$ cat src/rtl/bkt_lvl_if.sv
// Control/store bundle for the backtrack-level sequencer.
// master: conflict/bin-switch side plus store; slave: bkt_lvl_ctrl.
interface bkt_lvl_if #(
  parameter int NUM_LVLS = 8,
  parameter int WIDTH_LVL_STATES = 11
);
  localparam int SW = WIDTH_LVL_STATES * NUM_LVLS;
  localparam int BW = WIDTH_LVL_STATES - 1;

  logic          start_i;
  logic [15:0]   max_lvl_i;
  logic [BW-1:0] cur_bin_num_i;
  logic [SW-1:0] lvl_states_i;
  logic          load_i;
  logic [SW-1:0] load_states_i;
  logic          busy_o;
  logic          done_o;
  logic [3:0]    bkt_lvl_o;
  logic [BW-1:0] bkt_bin_o;
  logic          other_bin_o;
  logic          unsat_o;
  logic          apply_bkt_o;
  logic          wr_states_o;
  logic [SW-1:0] lvl_states_o;

  modport master (
    output start_i, max_lvl_i,
    output cur_bin_num_i,
    output lvl_states_i,
    output load_i, load_states_i,
    input  busy_o, done_o,
    input  bkt_lvl_o, bkt_bin_o,
    input  other_bin_o, unsat_o,
    input  apply_bkt_o, wr_states_o,
    input  lvl_states_o
  );

  modport slave (
    input  start_i, max_lvl_i,
    input  cur_bin_num_i,
    input  lvl_states_i,
    input  load_i, load_states_i,
    output busy_o, done_o,
    output bkt_lvl_o, bkt_bin_o,
    output other_bin_o, unsat_o,
    output apply_bkt_o, wr_states_o,
    output lvl_states_o
  );
endinterface

$ cat src/rtl/bkt_lvl_ctrl.sv
// Backtrack-level search and state-load sequencer for the level store.
// Ports: clk, rst (sync, active high), ctl (bkt_lvl_if.slave).
module bkt_lvl_ctrl #(
  parameter int NUM_LVLS = 8,
  parameter int WIDTH_LVL_STATES = 11
) (
  input  logic       clk,
  input  logic       rst,
  bkt_lvl_if.slave   ctl
);
  localparam int W  = WIDTH_LVL_STATES;
  localparam int SW = W * NUM_LVLS;
  localparam int BW = W - 1;
  localparam int IW = (NUM_LVLS > 1) ? $clog2(NUM_LVLS) : 1;

  typedef enum logic [2:0] {
    IDLE, SCAN, APPLY, DONE, LOAD
  } state_t;

  state_t        state;
  logic [IW-1:0] idx;
  logic [IW-1:0] lvl_r;
  logic [BW-1:0] bin_r;
  logic [BW-1:0] cur_r;
  logic          unsat_r;
  logic          oth_r;
  logic          ld_pend;
  logic [SW-1:0] ld_q;

  logic [15:0]   eff;
  logic [W-1:0]  slc;

  // Level count clamped to the store depth.
  always_comb begin
    eff = ctl.max_lvl_i;
    if (ctl.max_lvl_i > 16'(NUM_LVLS))
      eff = 16'(NUM_LVLS);
  end

  assign slc =
    ctl.lvl_states_i[int'(idx)*W +: W];

  always_ff @(posedge clk) begin
    if (rst) begin
      state            <= IDLE;
      idx              <= '0;
      lvl_r            <= '0;
      bin_r            <= '0;
      cur_r            <= '0;
      unsat_r          <= 1'b0;
      oth_r            <= 1'b0;
      ld_pend          <= 1'b0;
      ld_q             <= '0;
      ctl.busy_o       <= 1'b0;
      ctl.done_o       <= 1'b0;
      ctl.bkt_lvl_o    <= '0;
      ctl.bkt_bin_o    <= '0;
      ctl.other_bin_o  <= 1'b0;
      ctl.unsat_o      <= 1'b0;
      ctl.apply_bkt_o  <= 1'b0;
      ctl.wr_states_o  <= 1'b0;
      ctl.lvl_states_o <= '0;
    end else begin
      ctl.done_o      <= 1'b0;
      ctl.apply_bkt_o <= 1'b0;
      ctl.wr_states_o <= 1'b0;
      unique case (state)
        IDLE: begin
          if (ctl.start_i) begin
            cur_r           <= ctl.cur_bin_num_i;
            unsat_r         <= 1'b0;
            oth_r           <= 1'b0;
            lvl_r           <= '0;
            bin_r           <= '0;
            ctl.bkt_lvl_o   <= '0;
            ctl.bkt_bin_o   <= '0;
            ctl.other_bin_o <= 1'b0;
            ctl.unsat_o     <= 1'b0;
            ctl.busy_o      <= 1'b1;
            if (ctl.load_i) begin
              ld_q    <= ctl.load_states_i;
              ld_pend <= 1'b1;
            end
            if (eff == 16'd0) begin
              unsat_r <= 1'b1;
              state   <= APPLY;
            end else begin
              idx   <= IW'(eff - 16'd1);
              state <= SCAN;
            end
          end else if (ctl.load_i) begin
            ld_q       <= ctl.load_states_i;
            ctl.busy_o <= 1'b1;
            state      <= LOAD;
          end
        end
        SCAN: begin
          if (ctl.load_i && !ld_pend) begin
            ld_q    <= ctl.load_states_i;
            ld_pend <= 1'b1;
          end
          if (!slc[0]) begin
            lvl_r <= idx;
            bin_r <= slc[W-1:1];
            state <= APPLY;
          end else if (idx == '0) begin
            unsat_r <= 1'b1;
            state   <= APPLY;
          end else begin
            idx <= idx - 1'b1;
          end
        end
        APPLY: begin
          if (ctl.load_i && !ld_pend) begin
            ld_q    <= ctl.load_states_i;
            ld_pend <= 1'b1;
          end
          // A different bin is left for the upper layer to switch.
          if (!unsat_r) begin
            if (bin_r == cur_r)
              ctl.apply_bkt_o <= 1'b1;
            else
              oth_r <= 1'b1;
          end
          state <= DONE;
        end
        DONE: begin
          ctl.done_o      <= 1'b1;
          ctl.other_bin_o <= oth_r;
          ctl.unsat_o     <= unsat_r;
          ctl.bkt_lvl_o   <= unsat_r ? 4'd0 : 4'(lvl_r);
          ctl.bkt_bin_o   <= unsat_r ? '0 : bin_r;
          if (ld_pend) begin
            state <= LOAD;
          end else begin
            ctl.busy_o <= 1'b0;
            state      <= IDLE;
          end
        end
        LOAD: begin
          ctl.wr_states_o  <= 1'b1;
          ctl.lvl_states_o <= ld_q;
          ld_pend          <= 1'b0;
          ctl.busy_o       <= 1'b0;
          state            <= IDLE;
        end
      endcase
    end
  end
endmodule

$ cat src/flat_wrapper.sv
// flat-port wrapper written by rule: the top's interface ports become plain ports
module bkt_lvl_ctrl_flat 
#(
  parameter int NUM_LVLS = 8,
  parameter int WIDTH_LVL_STATES = 11
)
  (clk, rst, ctl_start_i, ctl_max_lvl_i, ctl_cur_bin_num_i, ctl_lvl_states_i, ctl_load_i, ctl_load_states_i, ctl_busy_o, ctl_done_o, ctl_bkt_lvl_o, ctl_bkt_bin_o, ctl_other_bin_o, ctl_unsat_o, ctl_apply_bkt_o, ctl_wr_states_o, ctl_lvl_states_o);
  bkt_lvl_if #(.NUM_LVLS(NUM_LVLS), .WIDTH_LVL_STATES(WIDTH_LVL_STATES)) ctl_i ();
  input  logic clk;
  input  logic rst;
  input wire logic [$bits(ctl_i.start_i)-1:0] ctl_start_i;
  input wire logic [$bits(ctl_i.max_lvl_i)-1:0] ctl_max_lvl_i;
  input wire logic [$bits(ctl_i.cur_bin_num_i)-1:0] ctl_cur_bin_num_i;
  input wire logic [$bits(ctl_i.lvl_states_i)-1:0] ctl_lvl_states_i;
  input wire logic [$bits(ctl_i.load_i)-1:0] ctl_load_i;
  input wire logic [$bits(ctl_i.load_states_i)-1:0] ctl_load_states_i;
  output wire logic [$bits(ctl_i.busy_o)-1:0] ctl_busy_o;
  output wire logic [$bits(ctl_i.done_o)-1:0] ctl_done_o;
  output wire logic [$bits(ctl_i.bkt_lvl_o)-1:0] ctl_bkt_lvl_o;
  output wire logic [$bits(ctl_i.bkt_bin_o)-1:0] ctl_bkt_bin_o;
  output wire logic [$bits(ctl_i.other_bin_o)-1:0] ctl_other_bin_o;
  output wire logic [$bits(ctl_i.unsat_o)-1:0] ctl_unsat_o;
  output wire logic [$bits(ctl_i.apply_bkt_o)-1:0] ctl_apply_bkt_o;
  output wire logic [$bits(ctl_i.wr_states_o)-1:0] ctl_wr_states_o;
  output wire logic [$bits(ctl_i.lvl_states_o)-1:0] ctl_lvl_states_o;
  assign ctl_i.start_i = ctl_start_i;
  assign ctl_i.max_lvl_i = ctl_max_lvl_i;
  assign ctl_i.cur_bin_num_i = ctl_cur_bin_num_i;
  assign ctl_i.lvl_states_i = ctl_lvl_states_i;
  assign ctl_i.load_i = ctl_load_i;
  assign ctl_i.load_states_i = ctl_load_states_i;
  assign ctl_busy_o = ctl_i.busy_o;
  assign ctl_done_o = ctl_i.done_o;
  assign ctl_bkt_lvl_o = ctl_i.bkt_lvl_o;
  assign ctl_bkt_bin_o = ctl_i.bkt_bin_o;
  assign ctl_other_bin_o = ctl_i.other_bin_o;
  assign ctl_unsat_o = ctl_i.unsat_o;
  assign ctl_apply_bkt_o = ctl_i.apply_bkt_o;
  assign ctl_wr_states_o = ctl_i.wr_states_o;
  assign ctl_lvl_states_o = ctl_i.lvl_states_o;
  bkt_lvl_ctrl #(.NUM_LVLS(NUM_LVLS), .WIDTH_LVL_STATES(WIDTH_LVL_STATES)) u_core (.clk(clk), .rst(rst), .ctl(ctl_i));
endmodule
$ cat config.mk
export PLATFORM = sky130hd
export DESIGN_NAME = bkt_lvl_ctrl_flat
export DESIGN_NICKNAME = d
export VERILOG_FILES = /design/src/rtl/bkt_lvl_if.sv /design/src/rtl/bkt_lvl_ctrl.sv /design/src/flat_wrapper.sv
export SDC_FILE = /design/constraint.sdc
export NUM_CORES = 1
export LEC_CHECK = 0
export CAP_MARGIN = 20
export CORE_AREA = 10 10 183 185
export CTS_CLUSTER_DIAMETER = 120
export DETAILED_ROUTE_END_ITERATION = 12
export DIE_AREA = 0 0 193 195
export SKIP_LAST_GASP = 1
export SLEW_MARGIN = 0
export SYNTH_ARGS = -nofsm -noshare
export SYNTH_HDL_FRONTEND = slang
export SYNTH_SLANG_ARGS = --single-unit
$ cat constraint.sdc
create_clock -name clk -period 4 [get_ports clk]
set_clock_uncertainty 0.2 [all_clocks]
set_input_delay 0.6 -clock clk [delete_from_list [all_inputs] [get_ports clk]]
set_output_delay 0.6 -clock clk [all_outputs]
set_load 0.03 [all_outputs]
==> results.py <==
metrics = {
    "floorplanning": {
        "start_util_pct": 29.54,
        "ios": 314,
        "die_x_um": 193,
        "floorplan.core_area_sq_mm": 0.03003,
        "die_y_um": 195,
        "die-area_sq_mm": 0.03764,
        "num_rows": 64,
    },
    "synth": {
        "postSynthNetCount": 1293,
        "synth.most_common_cell": "nand2_1",
        "synth_edf_count": 0,
        "synth_cell_types": 51,
        "synth_common_cells": "nand2_1 (378), dfxtp_1 (227), a21oi_1 (210), clkbuf_1 (77), nor2_1 (38)",
        "postSynth.asyncResetShare_pct": 0,
        "synth_warnings": 0,
        "syn_inst": 1086,
        "ys_ff_latch": 227,
        "avgSynthCellArea_sq_um": 8.169,
        "ys_top_cells_by_area": "dfxtp_1 (51%), nand2_1 (16%), a21oi_1 (12%)",
        "synth-seq-area-share_pct": 51.23,
        "synth_top_cell_by_area": "dfxtp_1",
        "yosysTopAreaCellShare_pct": 51.23,
        "synthesis.area_sq_mm": 0.008871,
        "ys.flop_type": "dfxtp_1",
    },
    "route": {
        "ant_nets": 0,
        "first_pass_iters": 4,
        "drt_iter0_markers": 468,
        "drcViolationCount": 0,
        "wl_per_cell_um": 16.42,
        "vias": 8316,
        "detail_route.wirelength_um": 28980,
        "routed_via_density": 4.712,
    },
    "setup_path": {
        "crit_type": "flop to flop",
        "crit_path_start_kind": "flop",
        "r2r_cells": 9,
        "cp_slowest_cell": "nor3b_2",
        "critPathRequiredTime_ps": 4220,
        "path_cells": "nor3b_2 > nor3_1 > and2_1 > a22oi_1 > ha_1 > inv_1 > a221oi_1 > a31oi_1 > a311oi_2",
        "cp_max_fo": 14,
        "cpPeakStageDelay_ps": 590,
        "crit_path_end_kind": "flop",
        "worstPathArrival_ps": 2920,
    },
    "power_and_ir_drop": {
        "power.density_mw_per_mm2": 476.6,
        "finalPower_mw": 6.266,
        "p_leak_nw": 4.583,
        "ir_drop_mv": 0.2586,
    },
    "grt": {
        "antenna_found_initial": 2,
        "globalRouteTotalUtil_pct": 14.81,
        "grt_max_degree": 92,
        "grt_pass1_vias": 8282,
        "grt-ovfl-total": 0,
        "grt_pass1_wl_um": 45870,
    },
    "clocking": {
        "clkTransAtPathRegs_ps": 60,
        "clockRootBuffer": "clkbuf_16",
        "cts.repair.resized": 0,
        "cts_tree": "yes",
        "postCtsSetupBuffers": 0,
        "h-tree-depth": 1,
        "cts_buffers": 25,
        "hold_buffers": 0,
        "cts_max_path_buffers": 3,
        "clk_latency_ps": 510,
        "clkSinkCount": 227,
    },
    "job": {
        "drv_cap": 0,
    },
    "cells_and_area": {
        "multi_input_area_sq_mm": 0.004013,
        "drive_gt1_share_pct": 6.291,
        "fin_cells": 1765,
        "seqCellArea_sq_mm": 0.004546,
        "fillers": 3010,
        "final_nets": 1559,
        "area_growth_pct": 48.18,
    },
    "placement": {
        "io_buffer_count": 312,
        "dp_cells": 1721,
        "place_ws_ps": 837.8,
        "dp_hpwl_um": 20510,
        "gp_congestion": 0.7848,
    },
    "timing": {
        "slew_headroom_pct": 36.66,
        "grt_setup_unrepaired": "no",
        "setup_slack_ps": 1303,
        "fin_crit_ps": 2697,
        "min_period_over_period_pct": 67.44,
        "timing.fmax_mhz": 370.7,
        "worstMarginPinSlew_ps": 946.7,
        "maxSlewViolCount": 0,
        "setup-violations-final": 0,
        "hold_violations": 0,
        "tns_ps": 0,
    },
    "worst_hold_path": {
        "whs_path_depth": 2,
        "hold_path_class": "flop to flop",
    },
    "run_status": {
        "status": "completed",
    },
}
-- sequential cells by signal, indices dropped and copies added (netlist names), 3 cells and up --
register                 cells
u_core.state                 3
u_core.bin_r                10
u_core.cur_r                10
u_core.ld_q                 88
u_core.idx                   3
u_core.lvl_r                 3
u_core.ctl.lvl_states_o     88
u_core.ctl.bkt_bin_o        10
u_core.ctl.bkt_lvl_o         3
-- power by group --
part	total, mW	internal, mW	leakage, nW	switching [mW]
Clock	2.27	1.38	0.401	0.891
Combinational	1.43	0.645	2.33	0.782
Sequential	2.57	2.43	1.85	0.135
-- layer usage --
metal  vias up  track usage [%]  part of all wire, %
li1       4166                -                    -
met1      3901            17.81                   42
met2       227            25.88                   49
met3        22            3.706                  7.3
met4         0            3.249                  1.4
met5         -                0                    0
-- worst paths after layout --
| check | slack (ps) | from | end |
|---|---|---|---|
| hold reg to reg | 240 | u_core.ld_q[86] | u_core.ctl.lvl_states_o[86] |
| hold / removal | 240 | u_core.ld_q[86] | u_core.ctl.lvl_states_o[86] |
| setup reg to reg | 1300 | u_core.state[2] | u_core.idx[2] |
| setup / recovery | 1300 | u_core.state[2] | u_core.idx[2] |
-- kinds of logic after synthesis --
kind of cell | after synthesis | share of synthesized area [%]
simple gates | 464 | 21.03
compound gates | 260 | 16.05
flops | 227 | 51.23
buf+inv | 89 | 3.865
mux | 34 | 6.657
xor+xnor | 10 | 0.9874
fa+ha+maj | 1 | 0.1410
other cells | 1 | 0.04227
-- layout make-up --
type	count	area share (%)
clock inverters	6	0.6092
multi-input cells	770	30.53
well taps	396	3.769
diodes	2	0.03807
repair buffers	324	24.83
inverters	4	0.1142
clock buffers	36	5.530
flip-flops and latches	227	34.58
-- layout by cell type (no fill, tap or decap), drive strengths merged, types with 2 or more instances in the layout --
cell type      netlist  routed
inv                  4       4
or4                  6       6
o21ai               12      12
and2                 3       3
nand3               17      17
nor2b                3       3
nor2                38      38
a21oi              210     210
xor2                 8       8
a211oi               4       4
dfxtp              227     227
a311oi               2       2
mux4                20      20
buf                  8      13
clkdlybuf4s50        0     311
clkinv               0       4
diode                0       2
a22oi               16      16
a31oi                3       3
or3                  4       4
o211ai               2       2
nand2              378     378
nor3                 5       5
xnor2                2       2
nor4                 3       3
clkbuf              77      36
bufinv               0       2
mux2i               14      14
-- per-stage QoR --
stage	instance area (sq um)	util, %	hold slack (ps)
after floorplan	8871	-	232.2
after global placement	12310	41.00	235.6
after detailed placement	12330	41.07	241.5
after CTS	13140	43.76	248.9
after global routing	13150	43.78	265.4
final	13150	43.78	244.3
-- critical path, delay by kind of cell (launching register included) --
kind / cells / cell delay [ps]
flip-flops: 1 / 460
buffers and inverters: 1 / 70
adder cells (fa/ha/maj): 1 / 190
AO/OA/AOI/OAI: 4 / 720
AND/OR/NAND/NOR: 3 / 970
Note: power is estimated with default switching activity, not from simulation.
